## src/rtl/guess_game_ctrl.sv

```systemverilog
// Keypad-driven sequencer for the 4-digit A/B guess-number game: owns the secret/guess
// buffers, scores guesses one digit per cycle, and tracks attempts. Option macro: GUESS_GAME_REVEAL_EN.
module guess_game_ctrl #(
  parameter int MAX_TRIES = 10,
  parameter int TRY_W     = 4
) (
  input  logic             clock,
  input  logic             reset,
  input  logic             key_valid,
  input  logic [3:0]       key_code,
  output logic [2:0]       state,
  output logic [2:0]       entry_cnt,
  output logic [15:0]      secret,
  output logic [15:0]      guess,
  output logic [15:0]      secret_disp,
  output logic [2:0]       a_cnt,
  output logic [2:0]       b_cnt,
  output logic             score_valid,
  output logic [TRY_W-1:0] tries,
  output logic             dup_err,
  output logic             win,
  output logic             lose
);

  typedef enum logic [2:0] {
    SET   = 3'd0,
    GUESS = 3'd1,
    SCORE = 3'd2,
    SHOW  = 3'd3,
    WIN   = 3'd4,
    LOSE  = 3'd5
  } state_t;

  localparam logic [3:0]       KEY_DEL   = 4'hA;
  localparam logic [3:0]       KEY_ENTER = 4'hB;
  localparam logic [TRY_W-1:0] TRY_LIMIT = TRY_W'(MAX_TRIES);
  localparam logic [TRY_W-1:0] TRY_ONE   = TRY_W'(1);

  state_t            st;
  logic [2:0]        score_idx;

  logic [15:0]       buf_cur;
  logic [15:0]       buf_next;
  logic [2:0]        cnt_next;
  logic              dup_next;
  logic              dup_hit;
  logic              is_digit;
  logic              is_enter;
  logic [1:0]        wr_nib;
  logic [1:0]        del_nib;

  logic [3:0]        a_dig;
  logic              a_hit;
  logic              b_hit;
  logic [TRY_W-1:0]  tries_inc;

  assign is_digit = key_code <= 4'd9;
  assign is_enter = key_valid && (key_code == KEY_ENTER);
  assign buf_cur  = (st == SET) ? secret : guess;

  // The first digit lands in the top nibble, so the write slot counts downward.
  assign wr_nib   = 2'd3 - entry_cnt[1:0];
  assign del_nib  = 2'(3'd4 - entry_cnt);

  always_comb begin
    dup_hit = 1'b0;
    for (int n = 0; n < 4; n++) begin
      if ((3'(3 - n) < entry_cnt) && (buf_cur[n*4 +: 4] == key_code)) begin
        dup_hit = 1'b1;
      end
    end
  end

  always_comb begin
    buf_next = buf_cur;
    cnt_next = entry_cnt;
    dup_next = 1'b0;
    if (key_valid) begin
      if (is_digit && (entry_cnt < 3'd4)) begin
        if (dup_hit) begin
          dup_next = 1'b1;
        end else begin
          buf_next[wr_nib*4 +: 4] = key_code;
          cnt_next                = entry_cnt + 3'd1;
        end
      end else if ((key_code == KEY_DEL) && (entry_cnt != 3'd0)) begin
        buf_next[del_nib*4 +: 4] = 4'd0;
        cnt_next                 = entry_cnt - 3'd1;
      end
    end
  end

  // Scoring looks at one guess digit per cycle against every secret digit.
  assign a_dig = guess[score_idx[1:0]*4 +: 4];
  assign a_hit = (a_dig == secret[score_idx[1:0]*4 +: 4]);

  always_comb begin
    b_hit = 1'b0;
    for (int j = 0; j < 4; j++) begin
      if ((2'(j) != score_idx[1:0]) && (secret[j*4 +: 4] == a_dig)) begin
        b_hit = 1'b1;
      end
    end
  end

  assign tries_inc = (tries == {TRY_W{1'b1}}) ? tries : tries + TRY_ONE;

  always_ff @(posedge clock) begin
    if (reset) begin
      st          <= SET;
      score_idx   <= 3'd0;
      entry_cnt   <= 3'd0;
      secret      <= 16'd0;
      guess       <= 16'd0;
      a_cnt       <= 3'd0;
      b_cnt       <= 3'd0;
      score_valid <= 1'b0;
      tries       <= '0;
      dup_err     <= 1'b0;
    end else begin
      score_valid <= 1'b0;
      dup_err     <= 1'b0;
      case (st)
        SET, GUESS: begin
          if (is_enter) begin
            if (entry_cnt == 3'd4) begin
              if (st == SET) begin
                st        <= GUESS;
                guess     <= 16'd0;
                entry_cnt <= 3'd0;
              end else begin
                st        <= SCORE;
                score_idx <= 3'd0;
                a_cnt     <= 3'd0;
                b_cnt     <= 3'd0;
              end
            end
          end else begin
            if (st == SET) begin
              secret <= buf_next;
            end else begin
              guess <= buf_next;
            end
            entry_cnt <= cnt_next;
            dup_err   <= dup_next;
          end
        end

        // Four accumulate cycles, then one cycle to publish the result and pick the outcome.
        SCORE: begin
          if (score_idx != 3'd4) begin
            if (a_hit) begin
              a_cnt <= a_cnt + 3'd1;
            end else if (b_hit) begin
              b_cnt <= b_cnt + 3'd1;
            end
            score_idx <= score_idx + 3'd1;
          end else begin
            score_valid <= 1'b1;
            tries       <= tries_inc;
            score_idx   <= 3'd0;
            if (a_cnt == 3'd4) begin
              st <= WIN;
            end else if (tries_inc == TRY_LIMIT) begin
              st <= LOSE;
            end else begin
              st <= SHOW;
            end
          end
        end

        SHOW: begin
          if (is_enter) begin
            st        <= GUESS;
            guess     <= 16'd0;
            entry_cnt <= 3'd0;
          end
        end

        WIN, LOSE: begin
          if (is_enter) begin
            st        <= SET;
            secret    <= 16'd0;
            guess     <= 16'd0;
            entry_cnt <= 3'd0;
            a_cnt     <= 3'd0;
            b_cnt     <= 3'd0;
            tries     <= '0;
          end
        end

        default: st <= SET;
      endcase
    end
  end

  assign state = st;
  assign win   = (st == WIN);
  assign lose  = (st == LOSE);

`ifdef GUESS_GAME_REVEAL_EN
  assign secret_disp = ((st == SET) || (st == LOSE)) ? secret : 16'hFFFF;
`else
  assign secret_disp = (st == SET) ? secret : 16'hFFFF;
`endif

endmodule

```

## config.mk

```make
export PLATFORM = sky130hd
export DESIGN_NAME = guess_game_ctrl
export DESIGN_NICKNAME = d
export VERILOG_FILES = /design/src/rtl/guess_game_ctrl.sv
export SDC_FILE = /design/constraint.sdc
export NUM_CORES = 1
export LEC_CHECK = 0
export ABC_AREA = 0
export ABC_CLOCK_PERIOD_IN_PS = 8290
export BUFFER_PORTS_ARGS = -buffer_cell sky130_fd_sc_hd__buf_2
export CORE_ASPECT_RATIO = 1.1
export CORE_UTILIZATION = 25
export CTS_BUF_LIST = sky130_fd_sc_hd__clkbuf_8
export DETAILED_ROUTE_END_ITERATION = 8
export HOLD_SLACK_MARGIN = 0.02
export PLACE_DENSITY = 0.53
export SETUP_SLACK_MARGIN = 0.1
export SLEW_MARGIN = 20
export SYNTH_ARGS = -nofsm -noshare
export SYNTH_HDL_FRONTEND = slang
export SYNTH_SLANG_ARGS = --single-unit
```

## constraint.sdc

```tcl
create_clock -name clock -period 8.29 [get_ports clock]
set_clock_uncertainty 0.15 [all_clocks]
set_input_delay 0.4145 -clock clock [delete_from_list [all_inputs] [get_ports clock]]
set_output_delay 0.4145 -clock clock [all_outputs]
set_load 0.1 [all_outputs]
```

==> flow_metrics.tcl, run 1 <==
set metrics [dict create \
    finalNetCount 516 \
    crit_path_max_fanout 32 \
    antenna_found_initial 0 \
    die_height_um 128 \
    cts_buffers 5 \
    rrSetupSlack_ps 4760 \
    track_usage 0.162 \
    synth.distinct_cells 55 \
    crit_required_ps 8370 \
    grt_setup_unrepaired "false" \
    power.total_mw 0.563 \
    worst_pin_slew_ps 849 \
    hpwl_mm 9.07 \
    power.density_nw_per_um2 133 \
    root_buffer "clkbuf_8" \
    irDropWorstVdd_uv 60.5 \
    cts_hold_buffers 0 \
    rr_worst_depth 8 \
    ioPinCount 75 \
    ys_warn_count 0 \
    ctsHtreeMaxLevel 2 \
    ctsResizeCount 0 \
    crit_path_end_kind "flip-flop" \
    drive_gt1_frac 0.203 \
    cts.sink_count 53 \
    area_delta_synth_final_pct 17.0 \
    grt_max_degree 33 \
    netlist_area_um2 3620 \
    drt_wl_total_mm 11.9 \
    start_util 0.259 \
    ant_nets 0 \
    gp_congestion 0.880 \
    status "finished clean" \
    power_leakage_nw 1.79 \
    grt-ovfl-total 0 \
    core_region_area_um2 14000 \
    clk_latency_ps 330 \
    first_iter_violations 233 \
    num_vias 3511 \
    synth_top_area_cell "dfxtp_1" \
    dieWidth_um 117 \
    netlist_instances 432 \
    antenna_cells 0 \
    clock.fmax_mhz 283 \
    slew_headroom 0.429 \
    syn_nets 456 \
    synth-seq-cells 53 \
    setup-violations-final 0 \
    slew_violations 0 \
    synth_edf_count 0 \
    post_cts_buffers 0 \
    ys_async_sr_fraction 0 \
    viasPerCell 5.16 \
    arrival_ps 3610 \
    hold_class "in -> reg" \
    min_path_cells 2 \
    cts_tree "yes" \
    synth_area_leaders "dfxtp_1 29%, o221ai_1 7.8%, xnor2_1 7.5%, nand2_1 6.0%, ha_1 5.9%" \
    clockBufferDepth 2 \
    tns_ps 0 \
    firstDrtPassIters 5 \
    syn-mean-instance-area_um2 8.37 \
    drv_cap 0 \
    first_global_vias 3149 \
    port_buffers 74 \
    synth_ff_type "dfxtp_1" \
    critPathLaunchType "flip-flop" \
    avgRoutedWirePerCell_um 17.5 \
    synth.top_cell.area_share 0.293 \
    whs_ps 314 \
    drc 0 \
    fin_crit_sh 0.426 \
    final-hold-violation-count 0 \
    clkSlewWorstSetupHoldPaths_ps 100 \
    grt_pass1_wl_mm 18.4 \
    min_period_ps 3530 \
    path_class "reg -> reg" \
    die_area_um2 14900 \
    yosysSeqAreaShare 0.293 \
    row_count 45 \
]
## worst max-delay path, stage by stage, from the launching register on
cell and delay [ps]:
dfxtp_1 560, nor3_4 200, buf_4 420, mux2i_1 460
xnor2_1 110, nor4_1 690, o41ai_1 240, o31a_1 370
a32o_1 230
## placed cells by master, fill, tap and decap left out, types with 4 or more instances in the layout
cell type and instances:
nand3_1 7, nand2b_1 20, or3_1 6, o211ai_1 10, xnor2_1 31, clkbuf_8 5, dfxtp_1 53, nand3b_1 4
o21ai_0 5, mux2i_1 17, ha_1 17, a21oi_1 10, nand4_1 8, nor3_1 8, o31ai_1 4, nor2_1 34
nor2b_1 7, nor4_1 4, nand2_1 58, buf_2 74, inv_1 14, and2_1 7, o221ai_1 32, mux4_2 5
## state kept, by name (all words and copies together), names as in the netlist, 3 cells and up
name       count
guess         16
secret        16
tries          4
a_cnt          3
b_cnt          3
entry_cnt      3
score_idx      3
state          3
## metal layers
layer / part of all wire / vias up / global-route usage
li1: - / 1703 / -
met5: 0 / - / 0
met1: 0.46 / 1684 / 0.216
met2: 0.46 / 106 / 0.257
met4: 0.034 / 0 / 0.0745
met3: 0.047 / 18 / 0.0232
## synth_stat cells, types with 2 or more instances
library cell / n
a211oi_1: 2
a21oi_1: 10
a221oi_1: 2
a22oi_1: 2
a31oi_1: 3
a32o_1: 2
and2_1: 7
and3_1: 2
buf_1: 5
buf_2: 3
clkbuf_1: 13
dfxtp_1: 53
ha_1: 17
inv_1: 14
mux2i_1: 17
mux4_2: 5
nand2_1: 58
nand2b_1: 20
nand3_1: 7
nand3b_1: 4
nand4_1: 8
nor2_1: 35
nor2b_1: 7
nor3_1: 8
nor3b_1: 2
nor4_1: 4
nor4b_1: 3
o211ai_1: 10
o21a_1: 2
o21ai_0: 5
o21bai_1: 2
o221ai_1: 32
o22ai_1: 2
o31ai_1: 4
o32ai_1: 2
or2_2: 3
or3_1: 6
or4b_1: 3
xnor2_1: 31
xor2_1: 2
## report_power, final
part	internal [mW]	total (mW)	switching, mW
combinational	0.0332	0.132	0.0988
clock	0.0617	0.163	0.101
sequential	0.258	0.268	0.00973
total	0.353	0.563	0.209
## cell type report
class / instances / area, um^2
Multi-Input combinational cell: 341 / 2390
Clock inverter: 3 / 26.3
Timing Repair Buffer: 77 / 393
Inverter: 14 / 52.6
Fill cell: 1524 / 9730
Tap cell: 188 / 235
Sequential cell: 53 / 1060
Clock buffer: 5 / 68.8
## kinds of logic after synthesis
family	Yosys count	share of synthesized area
compound gates	89	0.190
xor+xnor	33	0.0799
fa+ha+maj	17	0.0588
buf+inv	38	0.0450
flops	53	0.293
mux	22	0.0782
simple gates	180	0.254
## metrics by stage
step / utilization / setup WS (ps) / instance area [um^2] / instances
2_1_floorplan: - / 4730 / 3620 / 432
3_3_place_gp: 0.296 / 4760 / 4130 / 673
3_5_place_dp: 0.296 / 4820 / 4140 / 673
4_1_cts: 0.303 / 4800 / 4230 / 681
5_1_grt: 0.303 / 4380 / 4230 / 681
6_report: 0.303 / 4760 / 4230 / 681
## path summary, 6_finish.rpt
| path | from | to |
|---|---|---|
| max reg2reg | state[2]$_SDFFE_PP0P_ | entry_cnt[2]$_SDFFE_PP0P_ |
| min | reset | state[2]$_SDFFE_PP0P_ |
| min reg2reg | score_idx[2]$_SDFFE_PP0P_ | score_idx[2]$_SDFFE_PP0P_ |
| max | state[2]$_SDFFE_PP0P_ | entry_cnt[2]$_SDFFE_PP0P_ |
Note: power is estimated with default switching activity, not from simulation.
==> inputs of run 2 (changes only) <==
--- a/config.mk
+++ b/config.mk
@@ -5,15 +5,15 @@
 export SDC_FILE = /design/constraint.sdc
 export NUM_CORES = 1
 export LEC_CHECK = 0
-export ABC_AREA = 0
-export ABC_CLOCK_PERIOD_IN_PS = 8290
+export ABC_AREA = 1
+export ABC_CLOCK_PERIOD_IN_PS = 3700
 export BUFFER_PORTS_ARGS = -buffer_cell sky130_fd_sc_hd__buf_2
 export CORE_ASPECT_RATIO = 1.1
 export CORE_UTILIZATION = 25
 export CTS_BUF_LIST = sky130_fd_sc_hd__clkbuf_8
 export DETAILED_ROUTE_END_ITERATION = 8
 export HOLD_SLACK_MARGIN = 0.02
-export PLACE_DENSITY = 0.53
+export PLACE_DENSITY = 0.52
 export SETUP_SLACK_MARGIN = 0.1
 export SLEW_MARGIN = 20
 export SYNTH_ARGS = -nofsm -noshare
==> constraint.sdc (replaced) <==
create_clock -name clock -period 3.7 [get_ports clock]
set_clock_uncertainty 0.15 [all_clocks]
set_input_delay 0.185 -clock clock [delete_from_list [all_inputs] [get_ports clock]]
set_output_delay 0.185 -clock clock [all_outputs]
set_load 0.1 [all_outputs]
==> run 2 against run 1 <==
- clock power rose by 120%
- clock-buffer cell count is the same
- sequential power rose by 130%
- critical endpoint is now a_cnt[1]$_SDFFE_PP0P_
- sequential share of layout area shrank 4.7 points
- die area grew 25%
- critical path type unchanged
- global-route usage up 1.9 points
- routed wire length is 42% higher
- worst hold slack got worse by 16 ps
- setup slack got worse by 4100 ps
==> flow_metrics.tcl, run 2 <==
set metrics [dict create \
    root_buffer "clkbuf_8" \
    irDropWorstVdd_uv 152 \
    drt_wl_total_mm 17.0 \
    netlist_instances 774 \
    track_usage 0.181 \
    tns_ps 0 \
    grt_setup_unrepaired "false" \
    setup-violations-final 0 \
    cts_tree "yes" \
    cts.sink_count 53 \
    crit_path_max_fanout 12 \
    critical_path.max_stage_delay_ps 610 \
    largest_registers "guess x16, secret x16, tries x4" \
    clkPwrFrac 0.204 \
    clock.fmax_mhz 325 \
    power.density_nw_per_um2 339 \
    ys_async_sr_fraction 0 \
    post_cts_buffers 0 \
    clockBufferDepth 2 \
    yosysSeqAreaShare 0.234 \
    seq_power_share 0.354 \
    slew_headroom 0.292 \
    min_from "reset" \
    crit_required_ps 3800 \
    firstDrtPassIters 7 \
    min_path_cells 3 \
    ioPinCount 75 \
    dieWidth_um 130 \
    rr_worst_depth 9 \
    area_delta_synth_final_pct 15.1 \
    ctsHtreeMaxLevel 2 \
    die_area_um2 18700 \
    grt_pass1_wl_mm 26.0 \
    syn-mean-instance-area_um2 5.86 \
    pwr-share-comb 0.442 \
    whs_endpoint "entry_cnt[1]$_SDFFE_PP0P_" \
    grt-ovfl-total 0 \
    path_cells "clkinv_1 > ha_1 > nand2_1 > nor2_1 > nor4_2 > nand2_1 > nand2_1 > inv_1 > a211oi_1" \
    cts_buffers 5 \
    placed_cells 1061 \
    syn_nets 798 \
    crit_top_cell "nand2_1" \
    status "finished clean" \
    ant_nets 0 \
    netlist_area_um2 4540 \
    clkSlewWorstSetupHoldPaths_ps 110 \
    p_switching_mw 0.869 \
    stdcell_count 1069 \
    synth_area_leaders "dfxtp_1 23%, nand2_1 20%, nand3_1 12%, inv_1 7.4%, a21oi_1 5.8%" \
    synth.most_common_cell "nand2_1" \
    avgRoutedWirePerCell_um 15.9 \
    most-common-layout-cells "247 x nand2_1, 106 x nand3_1, 90 x inv_1" \
    synth.distinct_cells 38 \
    ctsResizeCount 0 \
    swShare 0.490 \
    first_global_vias 4671 \
    finalNetCount 854 \
    synth_edf_count 0 \
    antenna_found_initial 0 \
    synth.top_cell.area_share 0.234 \
    ys_warn_count 0 \
    rrSetupSlack_ps 630 \
    drive_gt1_frac 0.140 \
    viasPerCell 4.87 \
    synth-seq-cells 53 \
    cts_hold_buffers 0 \
    power_leakage_nw 2.54 \
    die_height_um 143 \
    grt_max_degree 48 \
    final-hold-violation-count 0 \
    min_period_ps 3070 \
    hold_class "in -> reg" \
    clk_latency_ps 330 \
    num_vias 5205 \
    reg2reg_from "score_idx[1]$_SDFFE_PP0P_" \
    gp_congestion 0.868 \
    slew_violations 0 \
    antenna_cells 0 \
    synth_common_cells "247 x nand2_1, 113 x nand3_1, 90 x inv_1" \
    hpwl_mm 13.2 \
    mostFrequentLayoutCell "nand2_1" \
    row_count 51 \
    arrival_ps 3170 \
    core_region_area_um2 17700 \
    worst_pin_slew_ps 1060 \
    cpMaxStageDelayCell "nor4_2" \
    r2r_end "a_cnt[1]$_SDFFE_PP0P_" \
    drc 0 \
    crit_path_end_kind "flip-flop" \
    port_buffers 74 \
    synth_top_area_cell "dfxtp_1" \
    synth_ff_type "dfxtp_1" \
    critPathLaunchType "flip-flop" \
    start_util 0.256 \
    internal_power_mw 0.903 \
    drv_cap 0 \
    fin_crit_sh 0.831 \
    path_class "reg -> reg" \
    first_iter_violations 439 \
]
-- run 2: worst max-delay path by stage --
stage | end | cells past startpoint | startpoint | slack (ps)
6_report | a_cnt[1]$_SDFFE_PP0P_ | 9 | score_idx[1]$_SDFFE_PP0P_ | 630
5_1_grt | a_cnt[1]$_SDFFE_PP0P_ | 9 | score_idx[1]$_SDFFE_PP0P_ | 390
3_5_place_dp | a_cnt[1]$_SDFFE_PP0P_ | 9 | score_idx[1]$_SDFFE_PP0P_ | 690
3_3_place_gp | a_cnt[1]$_SDFFE_PP0P_ | 9 | score_idx[1]$_SDFFE_PP0P_ | 620
2_1_floorplan | secret[9]$_SDFFE_PP0P_ | 17 | state[2]$_SDFFE_PP0P_ | 190
4_1_cts | a_cnt[1]$_SDFFE_PP0P_ | 9 | score_idx[1]$_SDFFE_PP0P_ | 660
-- run 2: cell families (layout without fill, tap and decap cells) --
logic type                 after synthesis  count (layout)  synth area share
xor gates and xnor gates                25              25            0.0483
AOI/OAI and AO/OA                      119             119             0.140
DFF                                     53              53             0.234
and+or+nand+nor                        431             431             0.415
buffers and inverters                  129             186             0.116
adders and majority gates               17              17            0.0469
-- run 2: layer usage --
metal / vias up / routed length (um) / GRT usage
met3: 24 / 942 / 0.0199
li1: 2621 / - / -
met2: 180 / 7930 / 0.299
met1: 2380 / 7640 / 0.242
met5: - / 0 / 0
met4: 0 / 437 / 0.0641
-- run 2: worst max-delay path: cells and delay by family (launching register included) --
family	cells	cell delay, ps
buf+inv	2	490
simple gates	5	1200
compound gates	1	190
fa+ha+maj	1	350
flops	1	600
-- run 2: cell type report --
class	instances	area, um^2
Clock inverter	3	21.3
Tap cell	238	298
Sequential cell	53	1060
Clock buffer	5	68.8
Multi-Input combinational cell	592	2980
Inverter	96	360
Fill cell	2058	12500
Timing Repair Buffer	82	430
-- run 2: stage by stage --
step | instance area, um^2 | setup WS [ps] | hold WS (ps) | util | power [mW]
floorplan | 4570 | 190 | 206 | - | 1.25
global placement | 5130 | 618 | 316 | 0.289 | 1.42
detailed placement | 5130 | 688 | 327 | 0.289 | 1.42
CTS | 5220 | 659 | 278 | 0.294 | 1.78
global route | 5220 | 394 | 324 | 0.294 | 1.86
finish | 5220 | 627 | 298 | 0.294 | 1.77
-- run 2: power by group through the flow --
stage | sequential [mW] | combinational (mW) | clock (mW)
global route | 0.630 | 0.840 | 0.394
floorplan | 0.790 | 0.462 | 0
detailed placement | 0.639 | 0.777 | 0
CTS | 0.626 | 0.778 | 0.373
global placement | 0.639 | 0.782 | 0
finish | 0.627 | 0.783 | 0.361
==> inputs of run 3 (changes only) <==
--- a/config.mk
+++ b/config.mk
@@ -5,15 +5,15 @@
 export SDC_FILE = /design/constraint.sdc
 export NUM_CORES = 1
 export LEC_CHECK = 0
-export ABC_AREA = 1
-export ABC_CLOCK_PERIOD_IN_PS = 3700
+export ABC_AREA = 0
+export ABC_CLOCK_PERIOD_IN_PS = 3100
 export BUFFER_PORTS_ARGS = -buffer_cell sky130_fd_sc_hd__buf_2
 export CORE_ASPECT_RATIO = 1.1
 export CORE_UTILIZATION = 25
 export CTS_BUF_LIST = sky130_fd_sc_hd__clkbuf_8
 export DETAILED_ROUTE_END_ITERATION = 8
 export HOLD_SLACK_MARGIN = 0.02
-export PLACE_DENSITY = 0.52
+export PLACE_DENSITY = 0.53
 export SETUP_SLACK_MARGIN = 0.1
 export SLEW_MARGIN = 20
 export SYNTH_ARGS = -nofsm -noshare
==> constraint.sdc (replaced) <==
create_clock -name clock -period 3.1 [get_ports clock]
set_clock_uncertainty 0.15 [all_clocks]
set_input_delay 0.155 -clock clock [delete_from_list [all_inputs] [get_ports clock]]
set_output_delay 0.155 -clock clock [all_outputs]
set_load 0.1 [all_outputs]
==> run 3 against run 2 <==
- routed wire length fell by 25%
- fmax is 8.0% higher
- combinational power fell by 52%
- largest power group is now registers
- final area shrank 14%
- sequential share of layout area grew 3.6 points
- first-iteration DRC count shrank 27%
- via count shrank 28%
- register-to-register slack lost 370 ps
- critical path depth is 1 lower
- die area is 20% lower
- clock-buffer cell count is the same
- largest cell class unchanged
==> flow_metrics.tcl, run 3 (synthesis gave the netlist of run 1 again) <==
set metrics [dict create \
    tns_ps 0 \
    drv_cap 0 \
    cts_tree "yes" \
    cts.sink_count 53 \
    grt-ovfl-total 0 \
    track_usage 0.174 \
    num_vias 3737 \
    drc 0 \
    hold_class "in -> reg" \
    most-common-layout-cells "74 x buf_2, 58 x nand2_1, 44 x dfxtp_1" \
    root_buffer "clkbuf_8" \
    min_period_ps 2850 \
    power_leakage_nw 1.93 \
    first_global_vias 3463 \
    clk_latency_ps 330 \
    worst_pin_slew_ps 520 \
    multi_input_area_um2 2420 \
    clkSlewWorstSetupHoldPaths_ps 120 \
    core_region_area_um2 14000 \
    slew_headroom 0.650 \
    whs_ps 63.4 \
    regArea_um2 1070 \
    mostFrequentLayoutCell "buf_2" \
    start_util 0.259 \
    dieWidth_um 117 \
    gp_congestion 0.884 \
    setup-violations-final 0 \
    crit_path_max_fanout 32 \
    grt_pass1_wl_mm 19.7 \
    critPathLaunchType "flip-flop" \
    antenna_cells 0 \
    grt_max_degree 33 \
    final-hold-violation-count 0 \
    largest_registers "guess x16, secret x16, tries x4" \
    firstDrtPassIters 4 \
    ioPinCount 75 \
    avgRoutedWirePerCell_um 17.8 \
    arrival_ps 2930 \
    fin_crit_sh 0.918 \
    die_height_um 128 \
    first_iter_violations 319 \
    drive_gt1_frac 0.267 \
    finalNetCount 543 \
    fillers 1526 \
    viasPerCell 5.28 \
    area_delta_synth_final_pct 24.0 \
    cts_buffers 5 \
    row_count 45 \
    rrSetupSlack_ps 250 \
    irDropWorstVdd_uv 145 \
    port_buffers 74 \
    hpwl_mm 9.74 \
    ant_nets 0 \
    postLayoutCoreUtil 0.321 \
    die_area_um2 14900 \
    ctsHtreeMaxLevel 2 \
    status "finished clean" \
    grt_setup_unrepaired "true" \
    slew_violations 0 \
    power.density_nw_per_um2 343 \
    cts_hold_buffers 0 \
    antenna_found_initial 0 \
    clock.fmax_mhz 351 \
    crit_path_end_kind "flip-flop" \
    path_class "reg -> reg" \
    clockBufferDepth 2 \
    drt_wl_total_mm 12.6 \
    crit_required_ps 3180 \
]
## run 3: worst paths after layout
kind	from	endpoint	cells past startpoint
hold / removal	reset	score_idx[1]$_SDFFE_PP0P_	2
setup reg to reg	state[0]$_SDFFE_PP0P_	entry_cnt[2]$_SDFFE_PP0P_	8
setup / recovery	state[0]$_SDFFE_PP0P_	entry_cnt[2]$_SDFFE_PP0P_	8
hold reg to reg	score_idx[2]$_SDFFE_PP0P_	score_idx[2]$_SDFFE_PP0P_	2
## run 3: layout make-up
class,count,area share
multi-input cells,341,0.540
flip-flops and latches,53,0.239
repair buffers,104,0.136
well taps,188,0.0524
clock buffers,5,0.0153
inverters,14,0.0117
clock inverters,3,0.00558
## run 3: repair_timing
item	4_1_cts	5_1_grt
endpoints found under the hold margin	0	0
buffers inserted	0	5
gates resized for setup	1	4
pin swaps	0	6
endpoints found under the setup margin	22	40
## run 3: metal layers
metal | vias up | global-route usage | wire length, um
li1 | 1760 | - | -
met1 | 1843 | 0.223 | 5570
met2 | 117 | 0.291 | 6190
met3 | 17 | 0.0213 | 568
met4 | 0 | 0.0722 | 305
met5 | - | 0 | 0
## run 3: through the flow
step	worst slack, ps	instances	total power [mW]	area, um^2
after floorplan	102	432	1.01	3630
after global placement	29.9	695	1.10	4330
after detailed placement	-34.7	695	1.10	4330
after CTS	132	703	1.53	4430
after global routing	54.6	708	1.60	4490
final	253	708	1.54	4490
## run 3: critical path, stage by stage, from the launching register on
cell and delay [ps]:
dfxtp_2 380, nor3_4 230, buf_12 240, mux2i_1 330, xnor2_1 110, nor4_1 510, o41ai_1 210, o31a_1 360
a32o_1 240
## run 3: power breakdown
group | internal [mW] | switching [mW]
sequential | 0.692 | 0.0264
clock | 0.164 | 0.278
combinational | 0.103 | 0.274
total | 0.959 | 0.579
